**src/rtl/aes_round_seq.sv**
```systemverilog
// Iterative AES block sequencer around an external combinational round core.
// One core pass per clock. The sequencer adds the key-whitening XOR that the
// core does not cover, and handshakes a block in and a result out.
//   encrypt: IDLE -> PRE (st ^= rk[0]) -> ROUND x NR (keys 1..NR) -> DONE
//   decrypt: IDLE -> ROUND x NR (keys NR..1) -> POST (st ^= rk[0]) -> DONE
module aes_round_seq #(
  parameter int NR = 10,  // core passes per block, 10..14
  parameter int IW = 4    // round-key index width, must hold NR
) (
  input  logic          clk,
  input  logic          rst_n,
  input  logic          in_valid,
  output logic          in_ready,
  input  logic [127:0]  in_data,
  input  logic          in_dec,
  output logic          out_valid,
  input  logic          out_ready,
  output logic [127:0]  out_data,
  output logic          busy,
  output logic [IW-1:0] rk_idx,
  input  logic [127:0]  rk_data,
  output logic [127:0]  core_in,
  output logic [127:0]  core_key,
  output logic          core_dec,
  output logic          core_nomix,
  input  logic [127:0]  core_out
);

  typedef enum logic [2:0] {
    S_IDLE,
    S_PRE,
    S_ROUND,
    S_POST,
    S_DONE
  } state_t;

  localparam logic [IW-1:0] NR_I  = IW'(NR);
  localparam logic [IW-1:0] ONE_I = IW'(1);

  state_t        state;
  logic [IW-1:0] rnd;         // 1..NR while in ROUND
  logic [127:0]  st;          // block state, fed straight into the core
  logic          dec;         // direction latched at accept
  logic          last_round;

  assign last_round = (rnd == NR_I);

  // Handshake and status flags decode directly from the state register.
  assign in_ready  = (state == S_IDLE);
  assign out_valid = (state == S_DONE);
  assign busy      = (state != S_IDLE);
  assign out_data  = st;

  // Core wiring: the core sees the state register and the key store output.
  assign core_in  = st;
  assign core_key = rk_data;
  assign core_dec = dec;

  // Round-key index and MixColumns bypass for the current pass.
  always_comb begin
    // NOTE: every output of this block gets a default first so no path
    // leaves it unassigned, which would otherwise infer a latch.
    rk_idx     = '0;
    core_nomix = 1'b0;
    if (state == S_ROUND) begin
      if (dec) begin
        // Decrypt walks keys NR..1; the first pass is the one without
        // InvMixColumns. NR+1-rnd stays within 1..NR in IW bits.
        rk_idx     = NR_I + ONE_I - rnd;
        core_nomix = (rnd == ONE_I);
      end else begin
        rk_idx     = rnd;
        core_nomix = last_round;
      end
    end
  end

  // Block sequencer: accept, whiten, run NR core passes, present result.
  always_ff @(posedge clk or negedge rst_n) begin
    if (!rst_n) begin
      state <= S_IDLE;
      rnd   <= '0;
      st    <= '0;
      dec   <= 1'b0;
    end else begin
      // NOTE: non-blocking assignments so every register samples the values
      // from before this edge, independent of statement order.
      unique case (state)
        S_IDLE: begin
          if (in_valid) begin
            st    <= in_data;
            dec   <= in_dec;
            rnd   <= ONE_I;
            state <= in_dec ? S_ROUND : S_PRE;
          end
        end
        S_PRE: begin
          st    <= st ^ rk_data;
          state <= S_ROUND;
        end
        S_ROUND: begin
          st <= core_out;
          if (last_round) begin
            state <= dec ? S_POST : S_DONE;
          end else begin
            rnd <= rnd + ONE_I;
          end
        end
        S_POST: begin
          st    <= st ^ rk_data;
          state <= S_DONE;
        end
        S_DONE: begin
          if (out_ready) begin
            state <= S_IDLE;
            rnd   <= '0;
          end
        end
        default: state <= S_IDLE;
      endcase
    end
  end

endmodule

```
**config.mk**
```make
export PLATFORM = sky130hd
export DESIGN_NAME = aes_round_seq
export DESIGN_NICKNAME = d
export VERILOG_FILES = /design/src/rtl/aes_round_seq.sv
export SDC_FILE = /design/constraint.sdc
export NUM_CORES = 1
export LEC_CHECK = 0
export CAP_MARGIN = 20
export CORE_AREA = 10 10 297 299
export DETAILED_ROUTE_END_ITERATION = 16
export DIE_AREA = 0 0 307 309
export GPL_TIMING_DRIVEN = 0
export SYNTH_ARGS = -nofsm -noshare
export SYNTH_HDL_FRONTEND = slang
export SYNTH_SLANG_ARGS = --single-unit
```
**constraint.sdc**
```tcl
create_clock -name clk -period 4.6 [get_ports clk]
set_input_delay 0.92 -clock clk [delete_from_list [all_inputs] [get_ports clk]]
set_output_delay 0.92 -clock clk [all_outputs]
set_load 0.005 [all_outputs]
```
* Word level (Yosys, flattened, before mapping) *
Index checks and enable logic that the tools add are counted.

word-level totals
  register bits = 136
  bits in latches = 0
  RAM bits = 0
  memory bits (read-only) = 0
  input port bits = 389
  output and inout port bits = 393
  memories kept = 0

operators by class
  $add $sub $neg = 2
  multipliers = 0
  div/mod/pow operators = 0
  magnitude comparators = 0
  equality and inequality tests = 10
  shifts and indexed selects = 0
  mux-type cells = 16
  bitwise gates (word level) = 1
  reduce and logical (&&, ||, !) cells = 9

operator list
  cell                                                 count
  case mux 128 bit (3 select lines)                    1
  two-way mux 128 bit                                  1
  bitwise XOR 128 bit                                  1
  two-way mux 4 bit                                    5
  case mux 3 bit (5 select lines)                      1
  two-way mux 3 bit                                    4
  case mux 4 bit (3 select lines)                      1
  nonzero test 3 bit                                   3
  equality test 3 x 2 -> 1 bit, second input constant  2
  != test 2 bit, second input constant                 3
  adder 4 x 1 -> 4 bit, second input constant          1
  equality test 4 x 1 -> 1 bit, second input constant  1
  equality test 4 bit, second input constant           1
  AND reduction 2 bit                                  2
  AND reduction 4 bit                                  1
  subtractor 4 bit, first input constant               1
  equality test 3 x 1 -> 1 bit, second input constant  1
  equality test 3 bit, second input constant           1
  logical NOT 3 bit                                    1
  AND reduction 3 bit                                  1
  two-way mux 1 bit                                    2
  two-way mux 2 bit                                    1
  != test 2 x 1 -> 1 bit, second input constant        1
  OR reduction 2 bit                                   1

* Depth between registers and ports, before layout *
  depth after elaboration = 4
  mapped depth = 6
  mapped depth without buffers = 5

* Worst setup path before layout *
Ideal clock, no wire load.

  kind = reg-to-output
  start point = register state[0]
  end point = output port rk_idx[3]
  arrival = 1424 ps
  path slack = 2256 ps
  stages on the path, launching flop included = 5
  cells stage by stage = dfrtp_1 -> buf_6 -> or3b_2 -> clkbuf_1 -> a211oi_1

between the ends
  cells in the longest elaborated chain, start to end = 2

ends and longest elaborated chain
  item                          RTL line  source
  start, declared               40        state_t state;
  start signal, assigned        94        state <= in_dec ? S_ROUND : S_PRE;
  start signal, assigned        104       state <= dec ? S_POST : S_DONE;
  equality test 3 x 2 -> 1 bit  65        if (state == S_ROUND) begin
  two-way mux 4 bit             65
  end, declared                 20        output logic [IW-1:0] rk_idx,

No other way between the ends.

* Final worst setup path *
  start point = register state[2]
  end point = output port rk_idx[3]

The elaborated chain is that of the path after synthesis.

==> metrics.md <==
| Metric | Value |
|---|---|
| Run status | `finished clean` |
| RSZ-0062 raised after global routing | `false` |
| H-tree Lvls | `4` |
| Antenna-violating nets left | `0` |
| HP Class | `primary input to async pin` |
| Vias in the first global route | `13400` |
| Post-synthesis adder-cell area fraction | `0.585%` |
| Layout cell share with drive strength beyond 1 | `17.0%` |
| Max Slew Vio Count | `0` |
| GR Overflow Total | `0` |
| Share of the synthesized area in the top cell type | `31.9%` |
| CP Launch Type | `register` |
| Post-synthesis mux area share | `0.304%` |
| Die area | `94900 sq um` |
| Core region area | `81800 sq um` |
| Non-filler cells, final | `3090` |
| Worst setup endpoint | `rk_idx[3]` |
| Endpoints failing hold | `0` |
| Crit path launch | `state[2]$_DFFE_PN0P_` |
| Compound-Gate Fraction of Synth Area | `28.1%` |
| LEAKAGE | `8.26 nW` |
| Via density | `4.14` |
| Worst-skew pair later-pin latency | `0.47 ns` |
| I/O Pins | `782` |
| Final setup viols | `0` |
| Critical Path End Type | `primary output` |
| Max-Cap Viols | `0` |
| Setup repair bufs after CTS | `0` |
| Post-Layout Inst Area | `20500 sq um` |
| Crit path DAT | `3.10 ns` |
| Initial antenna violation count | `21` |
| Pwr Total | `11.7 mW` |
| Largest fanout on the critical path | `10` |
| Die width | `307 um` |
| First-pass GRT wire length | `103000 um` |
| WL/cell | `24.3 um` |
| Die Ht | `309 um` |
| Max Clock Freq | `249 MHz` |
| Critical path class | `register to primary output` |
| Post-synth cell types | `38` |
| Vias post-DR | `12800` |
| Most common cell after layout, fill and taps aside | `clkdlybuf4s50_1` |
| Reg2reg end | `core_in[38]$_DFFE_PN0P_` |
| Drc violations | `0` |
| CTS sink count | `136` |
| Synth warnings | `0` |
| Pre-Repair DR Iteration Count | `9` |
| Longest Clk Path Bufs | `2` |
| Placed insts | `3046` |
| Yosys top cell by area | `dfrtp_1` |
| Slew @ Worst Pin | `0.764 ns` |
| FF-to-FF path depth | `5` |
| Detailed placement HPWL | `61900 um` |
| Post-synthesis sequential area ratio | `31.9%` |
| Relative slew slack | `48.7%` |
| Clock Root Buffer | `clkbuf_16` |
| TritonCTS clock tree | `done` |
| Largest net degree at the start of global routing | `72` |
| # hold bufs at CTS | `0` |
| R2R Setup Slk | `1.85 ns` |
| Total Wirelength | `74900 um` |
| Post-Synth XOR/XNOR Area | `0.164%` |
| CTS resizes | `0` |
| Global placer's final weighted congestion | `0.846` |
| Avg Inst Size Synth | `8.96 sq um` |
| Most frequent cells in the layout | `780 x clkdlybuf4s50_1, 264 x buf_4, 257 x nor2b_1, 136 x dfrtp_1, 131 x o21ai_0` |
| CTS buffer count | `17` |
| RR Startpoint | `state[0]$_DFFE_PN0P_` |
| Port buffer count | `781` |
| Ranking of synthesized cells by area | `dfrtp_1 32%, buf_4 19%, nor2b_1 15%` |
| FF+latch count, synth | `136` |
| Layout area overhead | `92.3%` |
| Initial Utilization | `13.1%` |
| Post-synthesis simple-gate area fraction | `16.4%` |
| Setup TNS | `0 ns` |
| Initial DRC Count | `1245` |
| Placement Cell Area | `19900 sq um` |
| Clk pin slew, worst setup/hold paths | `0.07 ns` |
| Mapped Cells | `1193` |
| Mapped Nets | `1587` |
| Final min period | `4.02 ns` |
| Cell Area, Synth | `10700 sq um` |
| Largest family of logic cells by synthesized area | `compound AO/OA/AOI/OAI gates` |
| PD cells | `570 nW/um^2` |
| Worst IR drop on VDD | `0.263 mV` |
| Total track usage | `15.0%` |
| Tightest hold margin | `0.396 ns` |
| Crit share post-route | `87.3%` |
| Rows | `105` |
| Net count, final | `2389` |
| Setup Skew | `0.0164 ns` |
| Req. time, crit path | `3.68 ns` |
## cells by family after synthesis
kind of cell    after synthesis
compound gates              400
xor+xnor                      2
fa+ha+maj                     5
buf+inv                     364
flops                       136
mux                           3
simple gates                283
## sequential cells by signal, indices dropped and copies added (netlist names)
register and cells:
core_in 128, rnd 4, state 3, core_dec 1
## report_power, final
group	internal [mW]	total, mW	switching [mW]
registers	1.82	2.75	0.928
logic	4.23	7.42	3.19
clock network	0.873	1.53	0.656
total	6.93	11.7	4.78
## per-stage QoR
stage / utilization (%) / setup slack (ns)
final: 25.1 / 0.582
after global routing: 25.1 / 0.428
after CTS: 25.1 / 0.436
after detailed placement: 24.3 / 0.659
after global placement: 24.2 / -3.93
after floorplan: - / 2.26
## worst min-delay path by stage
stage                                          to  cells after the start
after floorplan                rnd[2]$_DFFE_PN0P_                      1
after global placement         rnd[2]$_DFFE_PN0P_                      1
after detailed placement       rnd[2]$_DFFE_PN0P_                      1
after CTS                 core_in[91]$_DFFE_PN0P_                      1
after global routing      core_in[91]$_DFFE_PN0P_                      1
final                     core_in[91]$_DFFE_PN0P_                      1
## cell type report
cell class / count / area (sq um)
Clock buffer: 19 / 443
Clock inverter: 13 / 169
Timing Repair Buffer: 783 / 7880
Sequential cell: 136 / 3400
Multi-Input combinational cell: 693 / 4870
Tap cell: 1070 / 1340
Buffer: 359 / 2400
Inverter: 5 / 18.8
Fill cell: 8949 / 61300
Antenna cell: 12 / 30.0
## layer usage
| layer | wire, um | vias to the layer above | track usage (%) |
|---|---|---|---|
| met2 | 34700 | 711 | 24.0 |
| met5 | 45 | - | 0 |
| met4 | 1680 | 6 | 4.61 |
| met3 | 7470 | 65 | 6.00 |
| met1 | 31100 | 6167 | 18.3 |
| li1 | - | 5834 | - |
## worst max-delay path, cell delays in order, from the launching register on
cell	delay [ns]
dfrtp_1	0.49
buf_2	0.30
or3b_2	0.47
clkbuf_1	0.19
a211oi_1	0.54
clkdlybuf4s50_1	0.64
## synth_stat cells, drive strengths merged
cell type,number
buf,301
nor2b,257
dfrtp,136
o21ai,132
a222oi,128
o31ai,128
clkbuf,58
nor2,8
ha,5
inv,5
nand2,5
a211oi,2
a21oi,2
and3,2
mux2,2
o2bb2ai,2
xnor2,2
a221oi,1
a22oi,1
a2bb2oi,1
a31oi,1
and2,1
and3b,1
mux2i,1
nand2b,1
nand3,1
nand3b,1
nand4,1
nor3,1
nor3b,1
o21bai,1
o22a,1
or2,1
or3,1
or3b,1
Note: power is estimated with default switching activity, not from simulation.
